[src/rtl/uart_pkg.sv]
// Shared types, constants and helpers for the UART transmit path and its
// packet arbiter.
package uart_pkg;

  typedef enum logic [1:0] {
    S_IDLE  = 2'd0,
    S_FETCH = 2'd1,
    S_SEND  = 2'd2
  } uart_arb_state_t;

  localparam logic [1:0] PARITY_NONE = 2'd0;
  localparam logic [1:0] PARITY_ODD  = 2'd1;
  localparam logic [1:0] PARITY_EVEN = 2'd2;

  // Ceiling log2, clamped to 1 so any width derived from it stays legal.
  function automatic int clog2(input int value);
    int w;
    w = 0;
    while ((1 << w) < value) w++;
    return (w < 1) ? 1 : w;
  endfunction

endpackage

[src/rtl/uart_rr_pick.sv]
// Combinational round-robin search: first set request at or above the
// pointer, wrapping past the top requester back to zero.
module uart_rr_pick
  import uart_pkg::*;
#(
  parameter int P_REQ_NUM = 4,
  parameter int P_PTR_W   = clog2(P_REQ_NUM)
) (
  input  logic [P_REQ_NUM-1:0] i_req,
  input  logic [P_PTR_W-1:0]   i_ptr,
  output logic [P_REQ_NUM-1:0] o_pick,
  output logic                 o_any
);

  // Both loops unroll, so every request bit is addressed by a constant index.
  always_comb begin
    logic w_found;
    w_found = 1'b0;
    o_pick  = '0;
    o_any   = |i_req;
    for (int i = 0; i < P_REQ_NUM; i++) begin
      for (int j = 0; j < P_REQ_NUM; j++) begin
        if (!w_found && i_req[j] && (j == ((int'(i_ptr) + i) % P_REQ_NUM))) begin
          o_pick[j] = 1'b1;
          w_found   = 1'b1;
        end
      end
    end
  end

endmodule

[src/rtl/uart_tx_arbiter.sv]
// Packet-level round-robin arbiter sharing one uart_tx among several
// byte-stream requesters, with a stall timeout on the current owner.
module uart_tx_arbiter
  import uart_pkg::*;
#(
  parameter int P_REQ_NUM       = 4,
  parameter int P_DATA_WIDTH    = 8,
  parameter int P_STALL_TIMEOUT = 1000
) (
  input  logic                              i_clk,
  input  logic                              i_rst,
  input  logic [P_REQ_NUM*P_DATA_WIDTH-1:0] i_req_data,
  input  logic [P_REQ_NUM-1:0]              i_req_valid,
  input  logic [P_REQ_NUM-1:0]              i_req_last,
  output logic [P_REQ_NUM-1:0]              o_req_ready,
  output logic [P_DATA_WIDTH-1:0]           o_tx_data,
  output logic                              o_tx_valid,
  input  logic                              i_tx_ready,
  output logic [P_REQ_NUM-1:0]              o_grant,
  output logic                              o_timeout
);

  localparam int                 L_PTR_W      = clog2(P_REQ_NUM);
  localparam int                 L_CNT_W      = clog2(P_STALL_TIMEOUT + 1);
  localparam bit                 L_TIMEOUT_EN = (P_STALL_TIMEOUT != 0);
  localparam logic [L_CNT_W-1:0] L_TIMEOUT    = L_CNT_W'(P_STALL_TIMEOUT);
  localparam logic [L_PTR_W-1:0] L_LAST_IDX   = L_PTR_W'(P_REQ_NUM - 1);

  uart_arb_state_t    r_state;
  logic [L_PTR_W-1:0] r_ptr;
  logic [L_CNT_W-1:0] r_stall_cnt;
  logic               r_last;

  logic [P_REQ_NUM-1:0]    w_pick;
  logic                    w_any;
  logic [L_PTR_W-1:0]      w_owner_idx;
  logic [L_PTR_W-1:0]      w_next_ptr;
  logic                    w_owner_valid;
  logic                    w_owner_last;
  logic [P_DATA_WIDTH-1:0] w_owner_data;

  uart_rr_pick #(
    .P_REQ_NUM (P_REQ_NUM),
    .P_PTR_W   (L_PTR_W)
  ) u_pick (
    .i_req  (i_req_valid),
    .i_ptr  (r_ptr),
    .o_pick (w_pick),
    .o_any  (w_any)
  );

  // The owner's lane is selected by the registered one-hot grant.
  always_comb begin
    w_owner_idx   = '0;
    w_owner_valid = 1'b0;
    w_owner_last  = 1'b0;
    w_owner_data  = '0;
    for (int k = 0; k < P_REQ_NUM; k++) begin
      if (o_grant[k]) begin
        w_owner_idx   = L_PTR_W'(k);
        w_owner_valid = i_req_valid[k];
        w_owner_last  = i_req_last[k];
        w_owner_data  = i_req_data[k*P_DATA_WIDTH +: P_DATA_WIDTH];
      end
    end
  end

  // After a release the previous owner drops to lowest priority.
  assign w_next_ptr  = (w_owner_idx == L_LAST_IDX) ? '0 : (w_owner_idx + L_PTR_W'(1));
  assign o_req_ready = (r_state == S_FETCH) ? o_grant : '0;

  always_ff @(posedge i_clk) begin
    if (i_rst) begin
      r_state     <= S_IDLE;
      r_ptr       <= '0;
      r_stall_cnt <= '0;
      r_last      <= 1'b0;
      o_grant     <= '0;
      o_tx_data   <= '0;
      o_tx_valid  <= 1'b0;
      o_timeout   <= 1'b0;
    end else begin
      o_timeout <= 1'b0;
      case (r_state)
        S_IDLE: begin
          r_stall_cnt <= '0;
          if (w_any) begin
            o_grant <= w_pick;
            r_state <= S_FETCH;
          end
        end
        S_FETCH: begin
          // A handshake takes precedence over an expiring stall count.
          if (w_owner_valid) begin
            o_tx_data   <= w_owner_data;
            r_last      <= w_owner_last;
            o_tx_valid  <= 1'b1;
            r_stall_cnt <= '0;
            r_state     <= S_SEND;
          end else if (L_TIMEOUT_EN) begin
            if (r_stall_cnt == L_TIMEOUT) begin
              o_timeout   <= 1'b1;
              r_ptr       <= w_next_ptr;
              o_grant     <= '0;
              r_stall_cnt <= '0;
              r_state     <= S_IDLE;
            end else begin
              r_stall_cnt <= r_stall_cnt + L_CNT_W'(1);
            end
          end
        end
        S_SEND: begin
          // Leaving SEND on accept guarantees a low valid cycle after it.
          if (i_tx_ready) begin
            o_tx_valid <= 1'b0;
            if (r_last) begin
              r_ptr   <= w_next_ptr;
              o_grant <= '0;
              r_state <= S_IDLE;
            end else begin
              r_state <= S_FETCH;
            end
          end
        end
        default: begin
          r_state    <= S_IDLE;
          o_grant    <= '0;
          o_tx_valid <= 1'b0;
        end
      endcase
    end
  end

endmodule

[config.mk]
export PLATFORM = sky130hd
export DESIGN_NAME = uart_tx_arbiter
export DESIGN_NICKNAME = d
export VERILOG_FILES = /design/src/rtl/uart_pkg.sv /design/src/rtl/uart_rr_pick.sv /design/src/rtl/uart_tx_arbiter.sv
export SDC_FILE = /design/constraint.sdc
export NUM_CORES = 1
export LEC_CHECK = 0
export ABC_AREA = 1
export BUFFER_PORTS_ARGS = -buffer_cell sky130_fd_sc_hd__buf_2
export CAP_MARGIN = 10
export CELL_PAD_IN_SITES_DETAIL_PLACEMENT = 1
export CELL_PAD_IN_SITES_GLOBAL_PLACEMENT = 2
export CORE_UTILIZATION = 26
export CTS_CLUSTER_SIZE = 16
export DETAILED_ROUTE_END_ITERATION = 10
export PLACE_DENSITY_LB_ADDON = 0.1
export SYNTH_ARGS = -nofsm -noshare
export SYNTH_HDL_FRONTEND = slang
export SYNTH_SLANG_ARGS = --single-unit
export TNS_END_PERCENT = 30
[constraint.sdc]
create_clock -name i_clk -period 2.2 [get_ports i_clk]
set_input_delay 0.22 -clock i_clk [delete_from_list [all_inputs] [get_ports i_clk]]
set_output_delay 0.22 -clock i_clk [all_outputs]
set_load 0.05 [all_outputs]
==> metrics <==
fin nets=387; period utilisation layout=85.9%; Comb pwr share=24.3%; Core ar.=6790 sq um; most frequent cells in the layout=nand2_1, buf_2, nor2_1; Setup TNS Final=0 ns; antenna diode count=0; Most Crowded Layer GR=met2; Post-Syn Instances=276; Clock Latency Late Sink=between 0.2 and 0.3 ns; post-layout min period=1.89 ns; Psw=457 uW; clk sinks=29; fmax=0.529 GHz; layout cells sized above 1=27.1%; Cell Rows=30; ys async rst share=0%; largest net degree at the start of global routing=20; via count=2034; Post-CTS Resized=0; met1 Track Usage GR=21.4%; most common cell after layout, fill and taps aside=nand2_1; gr usage total=17.3%; Ports=61; switching share of power=32.7%; Mapped Area=1820 sq um; Die X=85.7 um; YS warnings=0; # hold bufs at CTS=0; Setup crit start=o_grant[2]; clock root buffer master=clkbuf_8; Leakage=approximately 1.0 nW; RD Place Congestion=around 0.84; post-synthesis sequential area ratio=31.9%; CTS max path bufs=2; WS Path Type=reg2reg; Initial Utilization=26.8%; Synth Flop Type=dfxtp_1; Peak VDD IR=0.262 mV; CTS Buf Count=5; Chip Height=85.7 um; number of synthesized flops with an enable pin=0; # setup viols final=0; Port Buffers=60; PwrDens=594 nW/um^2; HP Class=in2reg; initial antenna violation count=0; met2 Use GR=29.1%; RSZ-0062 raised after global routing=no; CP required=2.36 ns; r2r startpoint=o_grant[2]; worst path arrival time=2.05 ns; fin. max-slew vios=0; clock transition at the registers of the reported paths=0.06 ns; max-cap viol count=0; Fillers=between 900 and 1000; flop-to-flop setup slack=0.31 ns; global-route wire length before repair=9870 um; crit end category=register; Routed Wire Length=5870 um; number of hold violations in the final report=0; Mapped Avg Cell Area=around 6.6 sq um; Via-to-Cell Ratio=4.63; synthesized flop and latch total=29; GR Overflow Total=0; vias in the first global route=2020; Mapped Nets=321; Slew Limit Headroom=71.9%; crit start category=register; P_int=943 uW; Area Overhead vs Synth=29.4%; pin slew with the least headroom to its limit=0.420 ns; postcts setup bufs=0; Hold Crit Start=i_req_last[3]; DRT antenna net count=0; met3 GRT Util=5.20%; status=completed; Initial DRT Pass Iterations=4; CTS H-tree lvls=2; share of power burned in registers=roughly 41%; skew final=0.0100 ns; average routed wire per standard cell=13.4 um; Clock Power Share=35.1%; die area=7340 sq um; Cell variety after synth=34; CTS tree=done; initial DRC count=39; worst hold margin=approximately 0.26 ns; Post-DP HPWL=4700 um; crit path max fanout=10; # DRC=0
## worst max-delay path, cell delays in order, from the launching register on
cell and delay, ns:
dfxtp_1 0.55, nor2_1 0.07, inv_1 0.10, nor2_2 0.05
nand2_1 0.05, o211ai_1 0.08, o21ai_1 0.16, inv_2 0.10
nand2_4 0.12, o21ai_1 0.08, inv_1 0.08, nand3_1 0.16
nand2_1 0.12, a21oi_2 0.05
## sequential cells by signal, indices dropped and copies added (netlist names)
register and flops:
o_grant 4, o_timeout 1, o_tx_data 8, o_tx_valid 1
r_last 1, r_ptr 2, r_stall_cnt 10, r_state 2
## Yosys cell counts, types with 3 or more instances
cell | n | area share [%]
a211oi_1 | 4 | 1.6
a21oi_1 | 25 | 6.9
a221oi_1 | 4 | 1.9
clkbuf_1 | 5 | 1.0
dfxtp_1 | 29 | 32
inv_1 | 31 | 6.4
nand2_1 | 66 | 14
nand3_1 | 17 | 4.7
nand4_1 | 6 | 2.1
nor2_1 | 32 | 6.6
nor2_4 | 4 | 2.5
nor3_1 | 6 | 1.6
o211ai_1 | 3 | 1.2
o21ai_0 | 15 | 4.1
## path summary, 6_finish.rpt
path | to | depth (start not counted)
max | o_grant[1] | 13
min | r_last | 3
max reg2reg | o_grant[1] | 13
min reg2reg | o_tx_data[6] | 2
## power groups by stage
stage	Sequential (mW)	Clock, mW	Combinational, mW
3_3_place_gp	0.579	0	0.350
2_1_floorplan	0.621	0	0.181
6_report	0.567	0.492	0.341
4_1_cts	0.568	0.507	0.349
5_1_grt	0.571	0.531	0.383
3_5_place_dp	0.579	0	0.348
## per-layer routing
layer | part of all wire, % | wire (um)
met5 | 0 | 0
met4 | 1.0 | 60
met3 | 6.7 | 393
met2 | 47 | 2740
met1 | 45 | 2670
## kinds of logic after synthesis
| kind of cell | after synthesis | synth area share [%] |
|---|---|---|
| DFF | 29 | 31.9 |
| adders and majority gates | 2 | 1.37 |
| xor gates and xnor gates | 4 | 1.92 |
| and+or+nand+nor | 142 | 37.1 |
| AOI/OAI and AO/OA | 58 | 18.8 |
| buffers and inverters | 41 | 8.93 |
## per-stage QoR
| stage | setup slack [ns] | instance area [sq um] | util, % | instances | power, mW |
|---|---|---|---|---|---|
| floorplan | 0.165 | 1820 | - | 276 | 0.801 |
| global placement | 0.258 | 2250 | 33.2 | 431 | 0.930 |
| detailed placement | 0.251 | 2250 | 33.2 | 431 | 0.927 |
| CTS | 0.241 | 2360 | 34.7 | 439 | 1.42 |
| global route | 0.0705 | 2360 | 34.7 | 439 | 1.48 |
| finish | 0.309 | 2360 | 34.7 | 439 | 1.40 |
## final cells by class
class / instances / area [sq um] / share of cell area (%)
multi-input combinational: 206 / 1080 / 45.7
sequential: 29 / 581 / 24.6
timing repair buffer: 67 / 353 / 15.0
inverter: 33 / 124 / 5.26
tap: 96 / 120 / 5.10
clock buffer: 7 / 96.3 / 4.09
clock inverter: 1 / 5.00 / 0.212
Power figures use the tool's default switching activity.
